$ cat src/rtl/traffic_cmd_rx_if.sv
// Handshake bundle for traffic_cmd_rx: UART byte streams, command word out and response word in.
interface traffic_cmd_rx_if #(
  parameter int unsigned UARTWidth  = 8,
  parameter int unsigned THPWidth   = 104,
  parameter int unsigned DBaseWidth = 32
);
  logic [UARTWidth-1:0]  UARTIn;
  logic                  UARTInValid;
  logic                  UARTInReady;
  logic [THPWidth-1:0]   CmdOut;
  logic                  CmdOutValid;
  logic                  CmdOutReady;
  logic [DBaseWidth-1:0] RespIn;
  logic                  RespInValid;
  logic                  RespInReady;
  logic [UARTWidth-1:0]  UARTOut;
  logic                  UARTOutValid;
  logic                  UARTOutReady;
  logic                  FrameDrop;

  modport slave (
    input  UARTIn, UARTInValid, CmdOutReady, RespIn, RespInValid, UARTOutReady,
    output UARTInReady, CmdOut, CmdOutValid, RespInReady, UARTOut, UARTOutValid, FrameDrop
  );

  modport master (
    output UARTIn, UARTInValid, CmdOutReady, RespIn, RespInValid, UARTOutReady,
    input  UARTInReady, CmdOut, CmdOutValid, RespInReady, UARTOut, UARTOutValid, FrameDrop
  );
endinterface

$ cat src/rtl/traffic_cmd_rx.sv
// UART byte stream <-> command/response word bridge with independent RX and TX FSMs.
// Define TRAFFIC_CMD_TIMEOUT_EN to discard partial frames after TimeoutCycles idle cycles.
module traffic_cmd_rx #(
  parameter int unsigned UARTWidth     = 8,
  parameter int unsigned THPWidth      = 104,
  parameter int unsigned DBaseWidth    = 32,
  parameter int unsigned TimeoutCycles = 100000
) (
  input  logic              Clock,
  input  logic              Reset,
  traffic_cmd_rx_if.slave   bus
);

  localparam int unsigned RxBytes = THPWidth / UARTWidth;
  localparam int unsigned TxBytes = DBaseWidth / UARTWidth;
  localparam int unsigned RxCntW  = (RxBytes > 1) ? $clog2(RxBytes) : 1;
  localparam int unsigned TxCntW  = (TxBytes > 1) ? $clog2(TxBytes) : 1;

  if ((THPWidth % UARTWidth) != 0 || (DBaseWidth % UARTWidth) != 0 || TimeoutCycles == 0)
  begin : g_bad_cfg
    $error("traffic_cmd_rx: word widths must be multiples of UARTWidth, TimeoutCycles nonzero");
  end

  typedef enum logic {RX_COLLECT, RX_HOLD} rx_state_e;
  typedef enum logic {TX_IDLE, TX_SEND} tx_state_e;

  rx_state_e             rx_state_q;
  logic [RxCntW-1:0]     rx_cnt_q;
  logic [THPWidth-1:0]   cmd_q;
  tx_state_e             tx_state_q;
  logic [TxCntW-1:0]     tx_cnt_q;
  logic [DBaseWidth-1:0] tx_sh_q;

  logic rx_hs;
  logic tx_hs;
  logic rx_timeout;

  assign rx_hs = (rx_state_q == RX_COLLECT) && bus.UARTInValid;
  assign tx_hs = (tx_state_q == TX_SEND) && bus.UARTOutReady;

`ifdef TRAFFIC_CMD_TIMEOUT_EN
  localparam int unsigned IdleW = $clog2(TimeoutCycles + 1);

  logic [IdleW-1:0] idle_q;
  logic             drop_q;

  // Idle time only matters once a frame has started.
  assign rx_timeout = (rx_state_q == RX_COLLECT) && (rx_cnt_q != '0) && !rx_hs &&
                      (idle_q == IdleW'(TimeoutCycles - 1));

  always_ff @(posedge Clock or negedge Reset) begin
    if (!Reset) begin
      idle_q <= '0;
      drop_q <= 1'b0;
    end else begin
      drop_q <= rx_timeout;
      if ((rx_state_q != RX_COLLECT) || (rx_cnt_q == '0) || rx_hs || rx_timeout) begin
        idle_q <= '0;
      end else begin
        idle_q <= idle_q + IdleW'(1);
      end
    end
  end

  assign bus.FrameDrop = drop_q;
`else
  assign rx_timeout    = 1'b0;
  assign bus.FrameDrop = 1'b0;
`endif

  // RX: shift bytes in MSB-first, hold the word until the consumer takes it.
  always_ff @(posedge Clock or negedge Reset) begin
    if (!Reset) begin
      rx_state_q <= RX_COLLECT;
      rx_cnt_q   <= '0;
      cmd_q      <= '0;
    end else begin
      case (rx_state_q)
        RX_COLLECT: begin
          if (rx_hs) begin
            cmd_q <= THPWidth'({cmd_q, bus.UARTIn});
            if (rx_cnt_q == RxCntW'(RxBytes - 1)) begin
              rx_cnt_q   <= '0;
              rx_state_q <= RX_HOLD;
            end else begin
              rx_cnt_q <= rx_cnt_q + RxCntW'(1);
            end
          end else if (rx_timeout) begin
            rx_cnt_q <= '0;
            cmd_q    <= '0;
          end
        end
        RX_HOLD: begin
          if (bus.CmdOutReady) begin
            rx_state_q <= RX_COLLECT;
          end
        end
      endcase
    end
  end

  // TX: capture a response word and emit it top byte first; zeros shift in behind it.
  always_ff @(posedge Clock or negedge Reset) begin
    if (!Reset) begin
      tx_state_q <= TX_IDLE;
      tx_cnt_q   <= '0;
      tx_sh_q    <= '0;
    end else begin
      case (tx_state_q)
        TX_IDLE: begin
          if (bus.RespInValid) begin
            tx_sh_q    <= bus.RespIn;
            tx_state_q <= TX_SEND;
          end
        end
        TX_SEND: begin
          if (tx_hs) begin
            tx_sh_q <= tx_sh_q << UARTWidth;
            if (tx_cnt_q == TxCntW'(TxBytes - 1)) begin
              tx_cnt_q   <= '0;
              tx_state_q <= TX_IDLE;
            end else begin
              tx_cnt_q <= tx_cnt_q + TxCntW'(1);
            end
          end
        end
      endcase
    end
  end

  assign bus.UARTInReady  = (rx_state_q == RX_COLLECT);
  assign bus.CmdOutValid  = (rx_state_q == RX_HOLD);
  assign bus.CmdOut       = cmd_q;
  assign bus.RespInReady  = (tx_state_q == TX_IDLE);
  assign bus.UARTOutValid = (tx_state_q == TX_SEND);
  assign bus.UARTOut      = tx_sh_q[DBaseWidth-1 -: UARTWidth];

endmodule

$ cat src/flat_wrapper.sv
// flat-port wrapper written by rule: the top's interface ports become plain ports
module traffic_cmd_rx_flat 
#(
  parameter int unsigned UARTWidth     = 8,
  parameter int unsigned THPWidth      = 104,
  parameter int unsigned DBaseWidth    = 32,
  parameter int unsigned TimeoutCycles = 100000
)
  (Clock, Reset, bus_UARTIn, bus_UARTInValid, bus_CmdOutReady, bus_RespIn, bus_RespInValid, bus_UARTOutReady, bus_UARTInReady, bus_CmdOut, bus_CmdOutValid, bus_RespInReady, bus_UARTOut, bus_UARTOutValid, bus_FrameDrop);
  traffic_cmd_rx_if #(.UARTWidth(UARTWidth), .THPWidth(THPWidth), .DBaseWidth(DBaseWidth)) bus_i ();
  input  logic Clock;
  input  logic Reset;
  input wire logic [$bits(bus_i.UARTIn)-1:0] bus_UARTIn;
  input wire logic [$bits(bus_i.UARTInValid)-1:0] bus_UARTInValid;
  input wire logic [$bits(bus_i.CmdOutReady)-1:0] bus_CmdOutReady;
  input wire logic [$bits(bus_i.RespIn)-1:0] bus_RespIn;
  input wire logic [$bits(bus_i.RespInValid)-1:0] bus_RespInValid;
  input wire logic [$bits(bus_i.UARTOutReady)-1:0] bus_UARTOutReady;
  output wire logic [$bits(bus_i.UARTInReady)-1:0] bus_UARTInReady;
  output wire logic [$bits(bus_i.CmdOut)-1:0] bus_CmdOut;
  output wire logic [$bits(bus_i.CmdOutValid)-1:0] bus_CmdOutValid;
  output wire logic [$bits(bus_i.RespInReady)-1:0] bus_RespInReady;
  output wire logic [$bits(bus_i.UARTOut)-1:0] bus_UARTOut;
  output wire logic [$bits(bus_i.UARTOutValid)-1:0] bus_UARTOutValid;
  output wire logic [$bits(bus_i.FrameDrop)-1:0] bus_FrameDrop;
  assign bus_i.UARTIn = bus_UARTIn;
  assign bus_i.UARTInValid = bus_UARTInValid;
  assign bus_i.CmdOutReady = bus_CmdOutReady;
  assign bus_i.RespIn = bus_RespIn;
  assign bus_i.RespInValid = bus_RespInValid;
  assign bus_i.UARTOutReady = bus_UARTOutReady;
  assign bus_UARTInReady = bus_i.UARTInReady;
  assign bus_CmdOut = bus_i.CmdOut;
  assign bus_CmdOutValid = bus_i.CmdOutValid;
  assign bus_RespInReady = bus_i.RespInReady;
  assign bus_UARTOut = bus_i.UARTOut;
  assign bus_UARTOutValid = bus_i.UARTOutValid;
  assign bus_FrameDrop = bus_i.FrameDrop;
  traffic_cmd_rx #(.UARTWidth(UARTWidth), .THPWidth(THPWidth), .DBaseWidth(DBaseWidth), .TimeoutCycles(TimeoutCycles)) u_core (.Clock(Clock), .Reset(Reset), .bus(bus_i));
endmodule
$ cat config.mk
export PLATFORM = sky130hd
export DESIGN_NAME = traffic_cmd_rx_flat
export DESIGN_NICKNAME = d
export VERILOG_FILES = /design/src/rtl/traffic_cmd_rx_if.sv /design/src/rtl/traffic_cmd_rx.sv /design/src/flat_wrapper.sv
export SDC_FILE = /design/constraint.sdc
export NUM_CORES = 1
export LEC_CHECK = 0
export CORE_UTILIZATION = 50
export CTS_BUF_LIST = sky130_fd_sc_hd__clkbuf_16
export DETAILED_ROUTE_END_ITERATION = 8
export PLACE_DENSITY = 0.83
export SLEW_MARGIN = 20
export SYNTH_ARGS = -nofsm -noshare
export SYNTH_HDL_FRONTEND = slang
export SYNTH_SLANG_ARGS = --single-unit
$ cat constraint.sdc
create_clock -name Clock -period 2.5 [get_ports Clock]
set_input_delay 0.25 -clock Clock [delete_from_list [all_inputs] [get_ports Clock]]
set_output_delay 0.25 -clock Clock [all_outputs]
set_load 0.1 [all_outputs]
==> impl_metrics.py <==
metrics = {
    "worst_setup_path": {
        "cp_num_buf_inv": 2,
        "end_kind": "output pin",
        "crit_slowest_cell": "dfrtp_1",
        "crit_family": "flip-flops",
        "worstRegToRegCells": 4,
        "critPathRequiredTime_ps": 2250,
        "crit_path_end": "bus_RespInReady",
        "cpPeakStageDelay_ps": 750,
        "worst_setup_path_start_kind": "register",
        "crit_start": "u_core.bus.UARTOutValid",
        "crit_chain": "inv_1 -> buf_12",
        "criticalPathCategory": "register to output pin",
        "critical_path_arrival_ps": 1750,
        "reg2reg_from": "u_core.bus.UARTOutValid",
        "cp_max_fo": 14,
        "crit_cells": 2,
        "r2r_setup_slack_ps": 680,
        "r2r_end": "u_core.tx_sh_q[28]",
    },
    "synth": {
        "synth_top_area_share_pct": 61.8,
        "synth_seq_cells": 144,
        "syn-instance-count": 627,
        "syn_nets": 676,
        "ys_types": 26,
        "syn_avg_cell_area_um2": 9.30,
        "yosys_warnings": 0,
        "syn_area_mm2": 0.00583,
        "ys_seq_area_share_pct": 61.8,
        "synthTopCellsByArea": "dfrtp_1 62%, nand2_1 22%, mux2i_1 4.1%, o21ai_1 2.3%, buf_4 1.8%",
        "yosysTopAreaCell": "dfrtp_1",
    },
    "final_layout": {
        "drive_above_1_share_pct": 19.5,
        "area_growth_syn_to_layout_pct": 33.4,
        "final_common_cell": "nand2_1",
        "nets": 821,
        "antenna_cells": 0,
        "finalInstanceArea_mm2": 0.00778,
        "final_cell_mix": "347 x nand2_1, 144 x dfrtp_1, 119 x buf_4, 44 x clkdlybuf4s50_1, 27 x o21ai_1",
        "fillers": 861,
    },
    "global_route": {
        "grt-ovfl-total": 0,
        "use_met3_pct": 7.88,
        "busiest_layer": "met2",
        "grt_pass1_vias": 4218,
        "grt_use_total_pct": 22.6,
        "grt_max_degree": 110,
        "antenna_found_initial": 0,
        "grt_pass1_wl_um": 20400,
        "met2_usage_pct": 32.2,
        "use_met1_pct": 30.5,
    },
    "drt": {
        "wirelength_um": 12900,
        "drt-pass1-iter-count": 4,
        "viasPerCell": 4.97,
        "drc": 0,
        "first_iter_violations": 261,
        "wire_per_inst_um": 14.0,
        "num_vias": 4607,
        "ant_nets": 0,
    },
    "sta": {
        "fin_worst_skew_ps": 5.22,
        "setup_viol": 0,
        "hold_viol": 0,
        "worst_slew_pin_slew_ps": 644,
        "fmax_mhz": 500,
        "drv_slew": 0,
        "max_slew_margin_pct": 57.1,
        "fin_crit_sh_pct": 80.0,
        "finalCriticalPeriod_ps": 2000,
        "rsz0062_at_grt": "false",
        "whs_ps": 289,
        "final.setup.tns_ps": 0,
    },
    "cts": {
        "numCtsBuffers": 17,
        "cts.repair.resized": 0,
        "hold_buffers": 1,
        "clockBufferDepth": 2,
        "cts_root_buffer": "clkbuf_16",
        "postCtsSetupBuffers": 0,
        "cts.sinks": 144,
        "clkLatencyLatePin_ps": 420,
        "htreeDepth": 4,
        "cts_tree": "built",
        "clk_pin_slew_worst_paths_ps": 60,
    },
    "floorplanning": {
        "die_w_um": 110,
        "core_region_area_mm2": 0.0114,
        "initial_core_util_pct": 51.3,
        "die_y_um": 110,
        "ioPinCount": 163,
        "die-area_mm2": 0.0121,
        "rows": 39,
    },
    "placement": {
        "portBuffers": 161,
        "gp_congestion": 0.742,
        "place_area_mm2": 0.00721,
        "dp_hpwl_um": 8700,
    },
    "outcome": {
        "outcome": "complete, no violations",
    },
    "min_path": {
        "min_path_type": "input pin to asynchronous set/reset pin",
    },
    "job": {
        "maxCapViolCount": 0,
    },
}
==> stage by stage <==
stage | worst slack, ps | utilization (%) | cells
CTS | 472 | 68.4 | 927
global route | 380 | 68.4 | 927
floorplan | 350 | - | 627
finish | 500 | 68.4 | 927
global placement | 708 | 63.4 | 895
detailed placement | 644 | 63.4 | 895
==> cell families after synthesis <==
logic type / synth area share (%)
flops: 61.8
mux: 4.70
compound gates: 5.04
simple gates: 23.0
other cells: 0.0643
fa+ha+maj: 0.644
buf+inv: 4.76
==> routing by layer <==
layer,vias to the layer above,part of all wire (%)
met3,31,7.1
met2,122,45
met4,0,2.8
met5,-,0
li1,2256,-
met1,2198,45
==> cell type report <==
type	count	area (um2)	share of cell area (%)
sequential	144	3600	46.3
multi-input combinational	435	1970	25.3
timing repair buffer	170	1460	18.7
clock buffer	17	425	5.47
tap	143	179	2.30
clock inverter	14	136	1.75
inverter	4	15.0	0.193
==> worst min path at each step <==
stage                                   to  slack [ps]  cells after the start
floorplan           u_core.bus.CmdOutValid         -50                      0
CTS                 u_core.bus.CmdOut[102]         290                      2
global placement    u_core.bus.CmdOut[102]         160                      1
finish              u_core.bus.CmdOut[102]         290                      2
detailed placement  u_core.bus.CmdOut[102]         160                      1
global route        u_core.bus.CmdOut[102]         310                      2
==> cell usage after synthesis, drive strengths merged <==
cell / number
nand3b: 1
mux2i: 25
o41ai: 1
a31oi: 1
nand3: 2
nand2b: 1
nor2b: 1
o21ai: 29
inv: 4
conb: 1
a21o: 1
buf: 35
a21boi: 8
nor2: 1
nor3: 1
o22ai: 9
mux2: 1
ha: 3
nand2: 347
a21oi: 2
clkbuf: 9
dfrtp: 144
==> flip-flops by register name (all words and copies together), names as in the netlist <==
register                 count
u_core.rx_cnt_q              4
u_core.bus.CmdOutValid       1
u_core.tx_cnt_q              2
u_core.bus.UARTOutValid      1
u_core.bus.CmdOut          104
u_core.tx_sh_q              32
Power is left out: the tool's default activity adds up to more than one toggle a clock period on the data nets, which glitch-free logic cannot reach.
